File: config.mk
export PLATFORM = sky130hd
export DESIGN_NAME = mem_ctrl_mem
export DESIGN_NICKNAME = d
export VERILOG_FILES = /design/src/rtl/mem_ctrl_mem.sv
export SDC_FILE = /design/constraint.sdc
export NUM_CORES = 1
export LEC_CHECK = 0
export ABC_AREA = 0
export CAP_MARGIN = 20
export CORE_MARGIN = 10
export CORE_UTILIZATION = 35
export DETAILED_ROUTE_END_ITERATION = 7
export PLACE_DENSITY = 0.67
export SLEW_MARGIN = 0
export SYNTH_ARGS = -nofsm -noshare
export SYNTH_HDL_FRONTEND = slang
export SYNTH_SLANG_ARGS = --single-unit
File: constraint.sdc
create_clock -name clk -period 1.84 [get_ports clk]
set_clock_uncertainty 0.15 [all_clocks]
set_input_delay 0.46 -clock clk [delete_from_list [all_inputs] [get_ports clk]]
set_output_delay 0.46 -clock clk [all_outputs]
set_load 0.01 [all_outputs]
File: src/rtl/mem_ctrl_mem.sv
// mem_ctrl_mem: MEM-stage data-memory access controller.
// Decodes the active-low {MEM_RD, MEM_WR, w_h} bundle and runs one req/ack
// transaction per access on the data-memory bus. It stalls the pipeline until
// the access completes and returns load data to the WB mux.
//
// Optional feature macro: MEM_ALIGN_CHK_EN. When defined, misaligned accesses
// are rejected without a bus request and err_align pulses. When undefined,
// err_align stays 0.
//
// Ports:
//   clk, reset_n             clock (rising edge), async active-low reset
//   ctrl_MEM[2:0]            {MEM_RD_n, MEM_WR_n, w_h}; w_h 1=word 0=half
//   alu_res[31:0]            byte address
//   dato_wr[31:0]            store data
//   mem_req/we/be/addr/wdata bus request side (registered)
//   mem_rdata, mem_ack       bus response side
//   dato_rd[31:0]            registered load result
//   stall                    combinational pipeline freeze
//   err_timeout, err_align   one-cycle error pulses
module mem_ctrl_mem #(
  parameter int unsigned ADDR_W  = 10,
  parameter int unsigned TIMEOUT = 16
) (
  input  logic              clk,
  input  logic              reset_n,
  input  logic [2:0]        ctrl_MEM,
  input  logic [31:0]       alu_res,
  input  logic [31:0]       dato_wr,
  output logic              mem_req,
  output logic              mem_we,
  output logic [3:0]        mem_be,
  output logic [ADDR_W-1:0] mem_addr,
  output logic [31:0]       mem_wdata,
  input  logic [31:0]       mem_rdata,
  input  logic              mem_ack,
  output logic [31:0]       dato_rd,
  output logic              stall,
  output logic              err_timeout,
  output logic              err_align
);

  localparam int unsigned CNT_W = (TIMEOUT > 1) ? $clog2(TIMEOUT) : 1;
  localparam logic [CNT_W-1:0] CNT_LAST = CNT_W'((TIMEOUT == 0) ? 0 : TIMEOUT - 1);
  localparam bit TIMEOUT_EN = (TIMEOUT != 0);

  typedef enum logic [1:0] {
    IDLE = 2'd0,
    REQ  = 2'd1,
    DONE = 2'd2
  } state_e;

  state_e            state_q;
  logic              req_q;
  logic              we_q;
  logic [3:0]        be_q;
  logic [ADDR_W-1:0] addr_q;
  logic [31:0]       wdata_q;
  logic [31:0]       rd_q;
  logic              rd_pend_q;
  logic              err_to_q;
  logic              err_al_q;
  logic [CNT_W-1:0]  cnt_q;

  // Control decode; a simultaneous read and write performs only the read.
  logic rd_c, wr_c, word_c, cmd_c, misalign_c;
  logic [3:0]  be_d;
  logic [31:0] wdata_d;

  assign rd_c   = ~ctrl_MEM[2];
  assign wr_c   = ~ctrl_MEM[1];
  assign word_c = ctrl_MEM[0];
  assign cmd_c  = rd_c | wr_c;

`ifdef MEM_ALIGN_CHK_EN
  assign misalign_c = word_c ? (alu_res[1:0] != 2'b00) : alu_res[0];
  logic unused_c;
  assign unused_c = ^alu_res[31:ADDR_W+2];
`else
  assign misalign_c = 1'b0;
  logic unused_c;
  assign unused_c = ^{alu_res[31:ADDR_W+2], alu_res[0]};
`endif

  // Byte lanes and write-data positioning; halfwords select lane pair by addr[1].
  always_comb begin
    be_d    = 4'hF;
    wdata_d = dato_wr;
    if (!rd_c && !word_c) begin
      if (alu_res[1]) begin
        be_d    = 4'hC;
        wdata_d = {dato_wr[15:0], 16'h0000};
      end else begin
        be_d    = 4'h3;
        wdata_d = {16'h0000, dato_wr[15:0]};
      end
    end
  end

  // Transaction FSM with registered bus outputs.
  always_ff @(posedge clk or negedge reset_n) begin
    if (!reset_n) begin
      state_q   <= IDLE;
      req_q     <= 1'b0;
      we_q      <= 1'b0;
      be_q      <= 4'h0;
      addr_q    <= '0;
      wdata_q   <= 32'h0;
      rd_q      <= 32'h0;
      rd_pend_q <= 1'b0;
      err_to_q  <= 1'b0;
      err_al_q  <= 1'b0;
      cnt_q     <= '0;
    end else begin
      err_to_q <= 1'b0;
      err_al_q <= 1'b0;
      case (state_q)
        IDLE: begin
          if (cmd_c && misalign_c) begin
            err_al_q <= 1'b1;
            state_q  <= DONE;
          end else if (cmd_c) begin
            req_q     <= 1'b1;
            we_q      <= ~rd_c;
            be_q      <= be_d;
            addr_q    <= alu_res[ADDR_W+1:2];
            wdata_q   <= wdata_d;
            rd_pend_q <= rd_c;
            cnt_q     <= '0;
            state_q   <= REQ;
          end
        end
        REQ: begin
          if (mem_ack) begin
            if (rd_pend_q) rd_q <= mem_rdata;
            req_q   <= 1'b0;
            state_q <= DONE;
          end else if (TIMEOUT_EN && (cnt_q == CNT_LAST)) begin
            req_q    <= 1'b0;
            rd_q     <= 32'h0;
            err_to_q <= 1'b1;
            state_q  <= DONE;
          end else begin
            cnt_q <= cnt_q + CNT_W'(1);
          end
        end
        DONE: state_q <= IDLE;
        default: state_q <= IDLE;
      endcase
    end
  end

  // Reset gates stall so an aborted access releases the pipe immediately.
  assign stall = reset_n & (((state_q == IDLE) & cmd_c) | (state_q == REQ));

  assign mem_req     = req_q;
  assign mem_we      = we_q;
  assign mem_be      = be_q;
  assign mem_addr    = addr_q;
  assign mem_wdata   = wdata_q;
  assign dato_rd     = rd_q;
  assign err_timeout = err_to_q;
  assign err_align   = err_al_q;

endmodule

* Yosys cells after proc, flatten, opt, wreduce, memory -nomap -nowiden
Cells that the tools add are included. Widths: inputs -> output; s select.
Storage, ports and cells: bits in registers 88, latch bits 0, memory bits (writable) 0, ROM bits 0, output and inout bits 83, memories 0
Operators by class: $add $sub $neg 1, multipliers 0, div/mod/pow operators 0, order comparisons 0, equality and inequality tests 7, shift-type cells 0, mux-type cells 22, bitwise operators 6, reductions and logical operators 10
Operators with widths (count):
- $mux 32 | 5
- $mux 4 | 5
- $pmux 4 s2 | 1
- $mux 1 | 6
- $mux 2 | 3
- $ne 2x2->1 const B | 3
- $reduce_and 3->1 | 2
- $add 4x1->4 const B | 1
- $eq 4x4->1 const B | 1
- $pmux 2 s2 | 1
- $reduce_and 2->1 | 2
- $reduce_and 4->1 | 1
- $reduce_bool 2->1 | 2
- $ne 3x3->1 const B | 1
- $and 1x1->1 | 2
- $eq 2x1->1 const B | 1
- $logic_not 2->1 | 1
- $ne 2x1->1 const B | 1
- $not 1->1 | 2
- $or 1x1->1 | 2
- $pmux 1 s2 | 1
- $logic_and 1x1->1 | 1
- $logic_not 1->1 | 1

* Longest topological paths before layout
Gate-level depths: netlist of the first run.
depth in word-level cells 5, depth in mapped cells 6, depth with buffers taken out 4

* Least setup slack after synthesis of the first run
OpenSTA, ideal clock, no wires.
path kind input -> output, start point in ctrl_MEM[2], end point out stall, arrival 1013 ps, required time 1230 ps, slack 217 ps, cell stages on the path 4, cell sequence buf_2 > nand2_1 > nor2_1 > nor3b_1
Between the ends: cells in the longest elaborated chain, start to end 5
RTL lines:
- start: declaration | RTL line 26 | input logic [2:0] ctrl_MEM,
- $not 1->1 | RTL line 69 | assign rd_c = ~ctrl_MEM[2];
- $or 1x1->1 | RTL line 72 | assign cmd_c = rd_c | wr_c;
- $and 1x1->1 | RTL line 153 | assign stall = reset_n & (((state_q == IDLE) & cmd_c) | (state_q == REQ));
- $or 1x1->1 | RTL line 153
- $and 1x1->1 | RTL line 153
- end: declaration | RTL line 37 | output logic stall,
No other way between the ends.

* Final worst setup path of the first run
start point reg err_to_q, in the netlist err_timeout, end point out err_timeout
RTL lines:
- start: declaration | RTL line 60 | logic err_to_q;
- start signal: assignment | RTL line 110 | err_to_q <= 1'b0;
- start signal: assignment | RTL line 114 | err_to_q <= 1'b0;
- start signal: assignment | RTL line 140 | err_to_q <= 1'b1;
- end: declaration | RTL line 38 | output logic err_timeout,
No word-level cell between the ends.

==> results of run 1 <==
## power by group
group | switching (uW) | internal, uW
clock network | 723 | 1080
registers | 588 | 2820
logic | 2250 | 2330
total | 3560 | 6230
## synthesized netlist by cell type (5+ instances only)
library cell and n:
nand4b_1 16, inv_1 18, buf_6 11, a22o_1 64
buf_2 13, dfrtp_1 86, o31ai_1 16, buf_4 5
nand2_1 72, clkbuf_1 9, a31oi_1 17, nor2_1 18
## registers in the layout, indices dropped and copies added (netlist names)
signal	flops
dato_rd	32
mem_wdata	32
mem_addr	10
cnt_q	4
mem_be	2
state_q	2
err_timeout	1
mem_req	1
mem_we	1
rd_pend_q	1
## metal layers
layer	track usage [%]	share of wire, %	up-vias
li1	-	-	1649
met2	20.9	42	151
met3	7.79	13	12
met4	5.16	1.4	0
met1	19.3	44	1688
met5	0	0	-
## cell families after synthesis
group	count (synthesis)	share of synthesized area (%)
AND/OR/NAND/NOR	119	14.4
other	1	0.0945
flip-flops	86	54.3
AO/OA/AOI/OAI	110	22.4
multiplexers	1	0.252
buffers and inverters	56	8.26
adder cells (fa/ha/maj)	1	0.315
## final cells by class
type | count | area [sq um]
inverters | 18 | 67.6
multi-input cells | 232 | 1490
repair buffers | 182 | 1740
flip-flops and latches | 86 | 2150
clock buffers | 11 | 243
clock inverters | 4 | 47.5
fillers | 992 | 5070
well taps | 140 | 175
## final timing paths
path / endpoint / slack, ns / cells after the start
setup / recovery: err_timeout / 0.04 / 1
hold / removal: dato_rd[1]$_DFFE_PN0P_ / 0.07 / 2
setup reg to reg: mem_wdata[3]$_DFFE_PN0P_ / 0.21 / 3
hold reg to reg: mem_wdata[6]$_DFFE_PN0P_ / 0.32 / 2
max in group asynchronous: mem_addr[0]$_DFFE_PN0P_ / 0.47 / 3
min in group clk: mem_wdata[6]$_DFFE_PN0P_ / 0.32 / 2
## metrics by stage
step                      total power (uW)  hold WS [ns]
after floorplan                       6060        0.0144
after global placement                8600         0.309
after detailed placement              8730         0.313
after CTS                             9920        0.0816
after global routing                 10500         0.114
final                                 9790        0.0682
==> impl_metrics.py, run 1 <==
metrics = {
    "synth": {
        "ys_top_cells_by_area": "dfrtp_1, a22o_1, nand2_1",
        "avgSynthCellArea_sq_um": 10.6,
        "synth_ff_type": "dfrtp_1",
        "syn-cell-area_sq_um": 3970,
        "yosysSeqAreaShare_pct": 54.3,
        "yosysUniqueCellTypes": 34,
        "ys_ff_latch": 86,
        "synth_edf_count": 0,
        "synthArstFlopShare_pct": 100,
        "yosysTopAreaCellShare_pct": 54.3,
        "synth_nets": 477,
        "synthCells": 374,
        "ys_warn_count": 0,
        "synth_top_area_cell": "dfrtp_1",
    },
    "critical_path": {
        "startpoint": "err_timeout$_DFF_PN0_",
        "cpLargestDelayFamily": "buffers and inverters",
        "cp.required_ns": 1.23,
        "path_max_fanout": 1,
        "slowest_delay_ns": 0.53,
        "crit_type": "reg2out",
        "worstReg2RegStart": "state_q[1]$_DFFE_PN0P_",
        "critPathBufInv": 1,
        "worstPathArrival_ns": 1.19,
        "crit_chain": "clkdlybuf4s50_1",
        "cpMaxStageDelayCell": "clkdlybuf4s50_1",
        "start_kind": "flop",
        "cp-end-kind": "output pin",
    },
    "floorplanning": {
        "initial_core_util_pct": 36.1,
        "dieArea_sq_um": 16000,
        "die_w_um": 126,
        "die_h_um": 126,
        "row_count": 38,
        "num_io_pins": 185,
        "core_sq_um": 11000,
    },
    "pwr": {
        "leakage_uw": 0.00273,
        "p_per_area_nw_per_um2": 1660,
        "ir_drop_mv": 0.698,
    },
    "place": {
        "place_congestion": 0.810,
        "place_inst": 658,
        "dpl_worst_slack_ns": -0.555,
        "portBuffers": 162,
        "hpwl_um": 9140,
        "placed_area_sq_um": 5730,
    },
    "timing": {
        "timing.final.crit_share_pct": 97.8,
        "fmaxAchievable_ghz": 0.556,
        "setup_ws_ns": 0.0402,
        "tns_ns": 0,
        "max_slew.worst_pin.slew_ns": 0.638,
        "rsz0062_at_grt": "false",
        "min_period_ns": 1.80,
        "finalSetupViolations": 0,
        "drv_slew": 0,
        "hold_viol_final": 0,
        "relSlewSlack_pct": 57.5,
    },
    "clock_network": {
        "cts_tree": "built",
        "clock_path_buffers": 2,
        "cts_resized": 87,
        "cts_root_buffer": "clkbuf_16",
        "clk_pin_slew_worst_paths_ns": 0.06,
        "cts_buffers": 9,
        "holdBufCountCts": 0,
        "cts_max_level": 3,
        "cts_setup_buffers": 0,
        "cts_sinks": 86,
        "insertion_delay_ns": 0.33,
    },
    "drt": {
        "drt-total-wl_um": 12400,
        "drtIter0Drc": 207,
        "num_vias": 3500,
        "drtPass1Iterations": 5,
        "vias_per_cell": 5.20,
        "antenna_left": 0,
        "wl_per_cell_um": 18.4,
        "drc_errors": 0,
    },
    "status": {
        "outcome": "complete, no violations",
    },
    "final_layout": {
        "final_cell_mix": "dfrtp_1, dlygate4sd2_1, clkdlybuf4s50_1",
        "design_area_sq_um": 5910,
        "final_core_util_pct": 53.8,
        "antenna_cells": 0,
        "area_growth_pct": 49.0,
        "drive_gt1_share_pct": 7.32,
        "final_common_cell": "dfrtp_1",
        "instances_no_fill": 673,
        "nets": 632,
    },
    "global_route": {
        "grtUsageTotal_pct": 15.0,
        "grt_max_degree": 49,
        "grt_pass1_wl_um": 19600,
        "antenna_found_initial": 0,
        "first_global_vias": 3498,
        "grt.overflow.total": 0,
    },
    "min_path": {
        "hold_class": "in2async",
    },
    "run": {
        "drv_cap": 0,
    },
}
Note: power is estimated with default switching activity, not from simulation.
==> run 2, diff against run 1 <==
- CORE_MARGIN: 10 -> 3
==> run 2 against run 1 <==
Combinational power fell by 2%. Sequential cell count did not move. Cell count rose by 0.30%. Largest power group unchanged.
==> impl_metrics.py, run 2 (same netlist as run 1, synthesis figures left out) <==
metrics = {
    "final_layout": {
        "final_cell_mix": "dfrtp_1, clkdlybuf4s50_1, dlygate4sd2_1",
        "area_growth_pct": 50.8,
        "drive_gt1_share_pct": 7.85,
        "antenna_cells": 0,
        "fillers": 995,
        "final_common_cell": "dfrtp_1",
        "regArea_sq_um": 2150,
        "instances_no_fill": 675,
        "multiInputGateArea_sq_um": 1490,
        "nets": 634,
    },
    "timing": {
        "drv_slew": 0,
        "tns_ns": 0,
        "hold_viol_final": 0,
        "finalSetupViolations": 0,
        "rsz0062_at_grt": "true",
        "relSlewSlack_pct": 58.6,
        "timing.final.crit_share_pct": 98.3,
        "fmaxAchievable_ghz": 0.553,
        "min_period_ns": 1.81,
        "holdWs_ns": 0.0862,
        "setup_ws_ns": 0.0305,
        "max_slew.worst_pin.slew_ns": 0.621,
    },
    "drt": {
        "vias_per_cell": 5.21,
        "drt-total-wl_um": 11100,
        "drtPass1Iterations": 7,
        "antenna_left": 0,
        "wl_per_cell_um": 16.5,
        "drc_errors": 0,
        "drtIter0Drc": 265,
        "num_vias": 3518,
    },
    "floorplanning": {
        "dieArea_sq_um": 12600,
        "row_count": 38,
        "die_h_um": 112,
        "num_io_pins": 185,
        "core_sq_um": 10900,
        "die_w_um": 112,
        "initial_core_util_pct": 36.3,
    },
    "critical_path": {
        "crit_chain": "clkdlybuf4s50_1",
        "cp.required_ns": 1.23,
        "path_max_fanout": 2,
        "start_kind": "flop",
        "crit_type": "reg2out",
        "cp-end-kind": "output pin",
        "slowest_delay_ns": 0.53,
        "cpMaxStageDelayCell": "clkdlybuf4s50_1",
        "critPathBufInv": 1,
        "worstPathArrival_ns": 1.20,
        "cpLargestDelayFamily": "buffers and inverters",
    },
    "pwr": {
        "leakage_uw": 0.00280,
        "p_per_area_nw_per_um2": 1670,
        "finalPower_uw": 10000,
        "ir_drop_mv": 0.609,
    },
    "clock_network": {
        "insertion_delay_ns": 0.33,
        "clock_path_buffers": 2,
        "cts_root_buffer": "clkbuf_16",
        "holdBufCountCts": 0,
        "clk_pin_slew_worst_paths_ns": 0.06,
        "cts_sinks": 86,
        "cts_max_level": 3,
        "cts_tree": "built",
        "cts_buffers": 9,
        "cts_setup_buffers": 0,
    },
    "global_route": {
        "grt_max_degree": 46,
        "first_global_vias": 3461,
        "antenna_found_initial": 0,
        "grtUsageTotal_pct": 17.8,
        "grt.overflow.total": 0,
        "grt_pass1_wl_um": 18300,
    },
    "place": {
        "place_inst": 660,
        "portBuffers": 162,
        "place_congestion": 0.791,
        "dpl_worst_slack_ns": -0.607,
        "hpwl_um": 7900,
    },
    "min_path": {
        "hold_class": "in2async",
    },
    "status": {
        "outcome": "complete, no violations",
    },
    "run": {
        "drv_cap": 0,
    },
}
## run 2: layout make-up
cell class / instances / area share (%)
clock buffers: 11 / 4.06
multi-input cells: 232 / 24.9
well taps: 140 / 2.93
repair buffers: 184 / 29.4
clock inverters: 4 / 1.59
flip-flops and latches: 86 / 36.0
inverters: 18 / 1.13
## run 2: through the flow
| step | util, % | instance area [sq um] |
|---|---|---|
| 2_1_floorplan | - | 3970 |
| 3_5_place_dp | 52.4 | 5730 |
| 5_1_grt | 54.7 | 5980 |
| 6_report | 54.7 | 5980 |
| 3_3_place_gp | 52.4 | 5730 |
| 4_1_cts | 54.6 | 5970 |
## run 2: path summary, 6_finish.rpt
kind | startpoint | endpoint | slack, ns | cells after the start
worst min-delay path | reset_n | mem_addr[6]$_DFFE_PN0P_ | 0.09 | 2
min in group clk | mem_wdata[11]$_DFFE_PN0P_ | mem_wdata[11]$_DFFE_PN0P_ | 0.32 | 2
worst min register to register | mem_wdata[11]$_DFFE_PN0P_ | mem_wdata[11]$_DFFE_PN0P_ | 0.32 | 2
max in group asynchronous | reset_n | mem_wdata[13]$_DFFE_PN0P_ | 0.49 | 3
worst max-delay path | mem_wdata[4]$_DFFE_PN0P_ | mem_wdata[4] | 0.03 | 1
worst max register to register | cnt_q[0]$_DFFE_PN0P_ | dato_rd[17]$_DFFE_PN0P_ | 0.18 | 5
## run 2: per-layer routing
layer | track usage [%] | part of all wire [%] | vias up
li1 | - | - | 1656
met1 | 25.3 | 46 | 1671
met2 | 26.7 | 43 | 181
met3 | 4.85 | 9.9 | 10
met4 | 5.53 | 1.1 | 0
met5 | 0 | 0 | -
## run 2: where the power goes
group	switching (uW)	internal (uW)
combinational	2170	2340
clock	712	1350
sequential	606	2820
## run 2: what timing repair did
item,in CTS,in global routing
resized for setup,82,4
setup endpoints to repair,76,5
pin swaps,2,1
cloned,0,0
==> run 3, diff against run 2 <==
- CORE_MARGIN: 3 -> default
==> run 3 against run 2 <==
Non-clock buffer count increased by 4. Register-to-register slack about the same. Largest power group unchanged. Sequential share of layout area is 0.068 points lower. First-iteration DRC count decreased by 15%. Clock power decreased by 7%. Global-route usage increased by 0.98 points. Sequential power is essentially flat. Worst hold slack lost 0.015 ns. Via count fell by 1.5%. Highest routed layer unchanged. Combinational power about the same.
==> impl_metrics.py, run 3 (same netlist as run 1, synthesis figures left out) <==
metrics = {
    "status": {
        "outcome": "complete, no violations",
    },
    "drt": {
        "drtPass1Iterations": 4,
        "drc_errors": 0,
        "wl_per_cell_um": 15.9,
        "drt-total-wl_um": 10800,
        "antenna_left": 0,
        "num_vias": 3464,
        "drtIter0Drc": 225,
        "vias_per_cell": 5.09,
    },
    "pwr": {
        "ir_drop_mv": 0.691,
        "leakage_uw": 0.00280,
        "finalPower_uw": 9890,
        "p_per_area_nw_per_um2": 1650,
    },
    "floorplanning": {
        "core_sq_um": 10900,
        "dieArea_sq_um": 11800,
        "die_w_um": 108,
        "num_io_pins": 185,
        "die_h_um": 108,
        "row_count": 38,
        "initial_core_util_pct": 36.3,
    },
    "timing": {
        "relSlewSlack_pct": 57.6,
        "drv_slew": 0,
        "fmaxAchievable_ghz": 0.561,
        "min_period_ns": 1.78,
        "finalSetupViolations": 0,
        "tns_ns": 0,
        "max_slew.worst_pin.slew_ns": 0.636,
        "timing.final.crit_share_pct": 96.8,
        "rsz0062_at_grt": "false",
        "hold_viol_final": 0,
        "setup_ws_ns": 0.0583,
    },
    "critical_path": {
        "crit_chain": "clkdlybuf4s50_1",
        "cp.required_ns": 1.23,
        "worstRegToRegCells": 5,
        "worstPathArrival_ns": 1.17,
        "cp-end-kind": "output pin",
        "critPathBufInv": 1,
        "cpLargestDelayFamily": "buffers and inverters",
        "start_kind": "flop",
        "critical_path_cell_count": 1,
        "worstReg2RegStart": "cnt_q[0]$_DFFE_PN0P_",
        "path_max_fanout": 1,
        "crit_type": "reg2out",
        "cpMaxStageDelayCell": "clkdlybuf4s50_1",
        "startpoint": "err_timeout$_DFF_PN0_",
        "slowest_delay_ns": 0.52,
    },
    "min_path": {
        "hold_class": "in2async",
    },
    "final_layout": {
        "fillers": 1029,
        "antenna_cells": 0,
        "design_area_sq_um": 5990,
        "final_common_cell": "dfrtp_1",
        "area_growth_pct": 51.0,
        "drive_gt1_share_pct": 8.89,
        "nets": 638,
        "instances_no_fill": 680,
        "final_cell_mix": "dfrtp_1, dlygate4sd2_1, clkdlybuf4s50_1",
    },
    "clock_network": {
        "holdBufCountCts": 0,
        "cts_root_buffer": "clkbuf_16",
        "cts_max_level": 3,
        "cts_tree": "built",
        "cts_buffers": 9,
        "clock_path_buffers": 2,
        "clk_pin_slew_worst_paths_ns": 0.06,
        "cts_sinks": 86,
        "insertion_delay_ns": 0.33,
    },
    "place": {
        "dpl_worst_slack_ns": -0.548,
        "place_congestion": 0.782,
        "hpwl_um": 7600,
        "placed_area_sq_um": 5760,
        "place_inst": 664,
        "portBuffers": 162,
    },
    "global_route": {
        "grt_max_degree": 49,
        "first_global_vias": 3445,
        "grt.overflow.total": 0,
        "antenna_found_initial": 0,
        "grt_pass1_wl_um": 17300,
        "grtUsageTotal_pct": 18.8,
    },
    "run": {
        "drv_cap": 0,
    },
}
[run 3: where the power goes]
group / total, uW / leakage [uW] / internal, uW / switching (uW)
clock network: 1930 / 0.000156 / 1190 / 738
logic: 4530 / 0.00163 / 2360 / 2170
registers: 3420 / 0.00102 / 2820 / 603
[run 3: path summary, 6_finish.rpt]
kind	slack, ns	to
hold / removal	0.07	state_q[1]$_DFFE_PN0P_
min in group clk	0.32	mem_addr[7]$_DFFE_PN0P_
setup / recovery	0.06	err_timeout
setup reg to reg	0.18	dato_rd[31]$_DFFE_PN0P_
max in group asynchronous	0.45	mem_addr[2]$_DFFE_PN0P_
hold reg to reg	0.32	mem_addr[7]$_DFFE_PN0P_
[run 3: what timing repair did]
| action | 4_1_cts | 5_1_grt |
|---|---|---|
| gates cloned | 0 | 0 |
| endpoints found under the hold margin | 0 | 0 |
| endpoints found under the setup margin | 78 | 4 |
| buffers inserted | 0 | 0 |
| resized for setup | 83 | 4 |
| pin swaps | 1 | 0 |
[run 3: through the flow]
step           hold WS [ns]  utilization, %
2_1_floorplan        0.0144               -
3_3_place_gp          0.309            52.7
3_5_place_dp          0.312            52.7
4_1_cts              0.0918            54.7
5_1_grt               0.118            54.8
6_report             0.0716            54.8
[run 3: metal layers]
metal / track usage (%) / part of all wire (%) / vias to the layer above
met5: 0 / 0 / -
met1: 25.3 / 45 / 1638
li1: - / - / 1666
met2: 28.9 / 44 / 147
met3: 5.55 / 9.4 / 13
met4: 6.08 / 1.3 / 0
[run 3: final cells by class]
| class | instances | area [sq um] | share of cell area [%] |
|---|---|---|---|
| clock inverters | 7 | 98.8 | 1.65 |
| inverters | 18 | 67.6 | 1.13 |
| multi-input cells | 232 | 1490 | 24.9 |
| repair buffers | 188 | 1780 | 29.7 |
| clock buffers | 9 | 225 | 3.76 |
| flip-flops and latches | 86 | 2150 | 35.9 |
| well taps | 140 | 175 | 2.92 |
==> variant 1, RTL diff (config.mk and constraints of run 2) <==
Set the parameter `TIMEOUT` to 32 (it was 16).
--- a/src/rtl/mem_ctrl_mem.sv
+++ b/src/rtl/mem_ctrl_mem.sv
@@ -21,3 +21,3 @@
   parameter int unsigned ADDR_W  = 10,
-  parameter int unsigned TIMEOUT = 16
+  parameter int unsigned TIMEOUT = 32
 ) (
Function: same outputs for any inputs over 10 cycles, from zero or initial values and one cycle with reset_n low; that may be too few to reach the edited logic, so the function may still have changed.
==> variant 1 against run 2 <==
- the flow now finishes with violations (setup timing)
- wire length is 4.2% lower
- power is 13% lower
- cell area is 3.1% lower
- utilization is 3.3 points higher
- largest power group unchanged
- hold slack better by 0.24 ns
- register-to-register slack worse by 0.27 ns
- synthesized area is 7.4% lower
- clock power is 35% lower
- setup slack worse by 0.12 ns
- sequential cell count is 1 higher
- via count is 4.6% lower
- first-iteration DRC count is 5.3% lower
- die area is 7.0% lower
==> variant 1: results (changes against run 2) <==
Clock network
  • CTS root buffer: clkbuf_8
  • Clock transition at path regs: 0.09 ns (+0.03 ns)
  • Post-CTS sizing: 95 (+16%)
  • Clk_lat worst skew: 0.35 ns (+0.02 ns)
  • Clk buf depth: 2 (unchanged)
  • Post-CTS Setup Bufs: 7 (+7)

Global route
  • Met1 GRT Util: 24.0% (-1.3 points)
  • Number of global-route vias before repair: 3419 (-1.2%)
  • GR Util met3: 6.57% (+1.7 points)
  • First-pass GRT wire length: 17100 um (-6.8%)
  • Met2 Use GR: 28.4% (+1.7 points)
  • Initial antenna violation count: 1 (+1)
  • Largest net degree at the start of global routing: 88 (+91%)
  • Overall Global Routing Usage: 18.5% (+0.63 points)

Min path
  • Class of the worst hold path: flop to flop
  • Worst hold endpoint: mem_addr[0]
  • Hold Path Depth: 2

Detailed routing
  • Met1 Wirelength: 4650 um (-9.0%)
  • Max layer used: met5
  • Met2 WL: 4700 um (-2.0%)
  • WL met3: 1150 um (+3.9%)
  • Vias per cell: 4.97 (-4.6%)
  • 1st-iter DRT viols: 251 (-5.3%)
  • First-pass detailed-route iteration total: 4 (-3)
  • Total wire length: 10700 um (-4.2%)

Pwr
  • Max IR drop VDD: 0.649 mV (+6.7%)
  • Clock power frac: 15.4% (-5.3 points)
  • Net Sw Frac: 37.5% (+2.6 points)
  • Combinational power: 4070 uW (-9.8%)
  • Leak: 0.00277 uW (-1.3%)
  • Clock group: 1340 uW (-35%)

Logic synthesis
  • FFs w/ async S/R, synth: 100% (unchanged)
  • Post-Synthesis Cells: 362 (-3.2%)
  • Synth cell count leaders: 87 x dfrtp_1, 51 x nand2_1, 35 x inv_1
  • Seq/Total Area, Yosys: 59.2% (+5.0 points)
  • Syn Nets: 466 (-2.3%)
  • Post-synth cell types: 33 (-2.9%)
  • Synth area leaders: dfrtp_1 59%, nand4_1 5.6%, nand2_1 5.2%

STA
  • Setup_tns: -0.251 ns (-0.251 ns)
  • WHS: 0.323 ns (+0.237 ns)
  • Final worst slack: -0.0914 ns (-0.122 ns)
  • Final setup vio count: 6 (+6)

Worst setup path
  • Reg2reg path depth: 6 (+1)
  • Critical Path AT: 2.01 ns (+0.81 ns)
  • Critical path endpoint: cnt_q[0]
  • Crit path from: cnt_q[1]
  • R2r startpoint: cnt_q[1]
  • Largest fanout on the critical path: 5 (+3)

Place
  • Detailed placement HPWL: 7330 um (-7.2%)
  • GPL Wtd Cong: 0.799 (+0.95%)
  • Dpl cells: 649 (-1.7%)
  • IO buf count: 162 (unchanged)
  • Area of placed instances: 5550 sq um (-3.1%)
  • Place WS: -0.724 ns (-0.116 ns)

Run status
  • Failing checks: setup timing
  • Outcome: finished with violations

Final layout
  • Layout cells sized above 1: 11.6% (+3.8 points)
  • Nets: 641 (+1.1%)
==> variant 1: cell type report <==
cell class,instances,area (sq um)
clock buffer,11,141
fill,940,4210
timing repair buffer,195,1850
clock inverter,5,57.6
inverter,35,131
multi-input combinational,209,1260
sequential,87,2180
tap,133,166
==> variant 1: cells by family (layout without fill, tap and decap cells) <==
logic type / after synthesis / after routing / share of synthesized area, %
AND/OR/NAND/NOR: 125 / 126 / 16.8
flip-flops: 87 / 87 / 59.2
AO/OA/AOI/OAI: 76 / 76 / 14.0
buffers and inverters: 67 / 246 / 8.04
multiplexers: 4 / 4 / 1.12
adder cells (fa/ha/maj): 2 / 2 / 0.681
other: 1 / 1 / 0.102
==> variant 1: worst max-delay path, stage by stage, from the launching register on <==
cell	delay, ns
dfrtp_1	0.40
ha_2	0.19
and3_4	0.15
ha_4	0.17
nor4b_4	0.38
nor2_2	0.10
mux2_4	0.28
==> variant 2, RTL diff (settings of run 2) <==
Made on the original files. The 3 states of `state_e` get a one-hot encoding in 3 bits.
--- a/src/rtl/mem_ctrl_mem.sv
+++ b/src/rtl/mem_ctrl_mem.sv
@@ -45,6 +45,6 @@
 
-  typedef enum logic [1:0] {
-    IDLE = 2'd0,
-    REQ  = 2'd1,
-    DONE = 2'd2
+  typedef enum logic [2:0] {
+    IDLE = 3'b001,
+    REQ  = 3'b010,
+    DONE = 3'b100
   } state_e;
Function: no difference found for any inputs over 10 cycles, from zero or initial values and one cycle with reset_n low; not proved beyond that.
==> variant 2 against run 2 <==
- the run now ends with setup timing left
- hold slack got worse by 0.085 ns
- wire length fell by 1.3%
- power fell by 6.8%
- die area increased by 3.7%
- synthesized area up 3.9%
- cell area rose by 5.1%
- setup slack lost 0.40 ns
- non-clock buffer count is 8 higher
- sequential power decreased by 4%
- largest cell class unchanged
- sequential share of layout area shrank 1.3 points
- first-iteration DRC count decreased by 13%
- sequential cell count grew 1
==> variant 2: results (changes against run 2) <==
Run status
  • Outcome: finished with violations
  • Failing checks: setup timing

Final layout
  • Fillers: 988 (-0.70%)
  • Nets: 655 (+3.3%)
  • Layout cells sized above 1: 12.0% (+4.2 points)
  • Post-layout instance area: 6280 sq um (+5.1%)
  • N_diodes: 0 (unchanged)

Global route
  • Overall Global Routing Usage: 16.9% (-0.93 points)
  • Largest net degree at the start of global routing: 57 (+24%)
  • Number of global-route vias before repair: 3463 (+0.058%)
  • First-pass GRT wire length: 17600 um (-4.0%)

Clock network
  • Post-CTS Setup Bufs: 0 (unchanged)
  • Clk_lat worst skew: 0.33 ns (about the same)
  • Clock transition at path regs: 0.06 ns (about the same)

STA
  • Final worst slack: -0.368 ns (-0.399 ns)
  • Tightest Pin Transition: 0.725 ns (+0.104 ns)
  • Final setup vio count: 31 (+31)

Detailed routing
  • 1st-iter DRT viols: 230 (-13%)
  • First-pass detailed-route iteration total: 4 (-3)
  • Wire per inst: 15.8 um (-4.4%)
  • Vias per cell: 4.95 (-5.1%)

Place
  • Area of placed instances: 6000 sq um (+4.7%)
  • Detailed placement HPWL: 8080 um (+2.4%)
  • GPL Wtd Cong: 0.766 (-3.1%)
  • IO buf count: 162 (unchanged)

Logic synthesis
  • Synth area leaders: dfrtp_1 52%, mux2_1 7.4%, a32oi_1 6.6%
  • Syn Nets: 484 (+1.5%)
  • Synth cell count leaders: 86 x dfrtp_1, 52 x inv_1, 51 x o21ai_1
  • Post-synth cell types: 42 (+24%)
  • Seq/Total Area, Yosys: 52.9% (-1.4 points)

Pwr
  • Max IR drop VDD: 0.644 mV (+5.8%)
  • Leak: 0.00292 uW (+4.2%)

Min path
  • Class of the worst hold path: primary input to asynchronous set/reset pin

Worst setup path
  • Critical Path AT: 1.60 ns (+0.40 ns)

Run
  • MaxCap Viol Count: 0 (unchanged)
## variant 2: cell types whose count changed in the layout (fill, tap and decap cells not counted), sizes merged, moves of 28 or more
cell	change
mux2	+28
a32oi	+31
a22o	-64
nand2	-40
inv	+35
o21ai	+45
## variant 2: metal layers
| layer | vias up | wire length (um) | GRT usage [%] |
|---|---|---|---|
| li1 | 1685 | - | - |
| met1 | 1603 | 4890 | 22.3 |
| met2 | 147 | 4750 | 25.4 |
| met3 | 14 | 1160 | 6.45 |
| met4 | 0 | 186 | 6.10 |
| met5 | - | 0 | 0 |
## variant 2: critical path: stages
cell and delay [ns]:
clkdlybuf4s50_1 0.48, and2_1 0.30, nor2_8 0.06, o21a_1 0.16, buf_2 0.13
## variant 2: through the flow
stage	setup TNS, ns	hold WS (ns)	setup WS [ns]	instances
final	-6.06	0.00151	-0.368	697
after global routing	-9.40	0.0334	-0.417	697
after CTS	-6.74	0.00981	-0.380	697
after detailed placement	-31.04	0.324	-0.711	681
after global placement	-29.35	0.318	-0.705	681
after floorplan	-0.156	0.0144	-0.156	381
## variant 2: path summary, 6_finish.rpt
kind	endpoint	slack, ns	from	depth (start not counted)
max in group asynchronous	mem_wdata[8]	0.48	reset_n	3
worst max register to register	mem_wdata[16]	-0.22	state_q[0]	4
worst min-delay path	dato_rd[28]	0.002	reset_n	2
worst max-delay path	stall	-0.37	ctrl_MEM[2]	5
min in group clk	mem_addr[6]	0.33	mem_addr[6]	1
worst min register to register	mem_addr[6]	0.33	mem_addr[6]	1
## variant 2: cells by family after synthesis
| group | after synthesis | synth area share, % |
|---|---|---|
| mux | 44 | 11.5 |
| compound gates | 110 | 19.0 |
| flops | 87 | 52.9 |
| buf+inv | 84 | 9.29 |
| fa+ha+maj | 1 | 0.304 |
| simple gates | 54 | 6.86 |
| other cells | 1 | 0.0910 |
## variant 2: power by group
group | leakage (uW) | switching (uW) | total (uW) | internal (uW)
logic | 0.00177 | 1960 | 3950 | 1990
registers | 0.000986 | 498 | 3290 | 2790
clock network | 0.000166 | 761 | 2090 | 1330
total | 0.00292 | 3220 | 9330 | 6110
## variant 2: timing repair
item,in CTS,in global routing
hold endpoints to repair,0,0
pin swaps,0,0
setup endpoints to repair,108,56
resized for setup,79,9
gates cloned,0,0
## variant 2: layout make-up
class,count,share of cell area [%]
clock buffer,9,3.58
clock inverter,7,1.91
inverter,52,3.11
multi-input combinational,210,25.3
sequential,87,34.7
tap,140,2.79
timing repair buffer,192,28.6
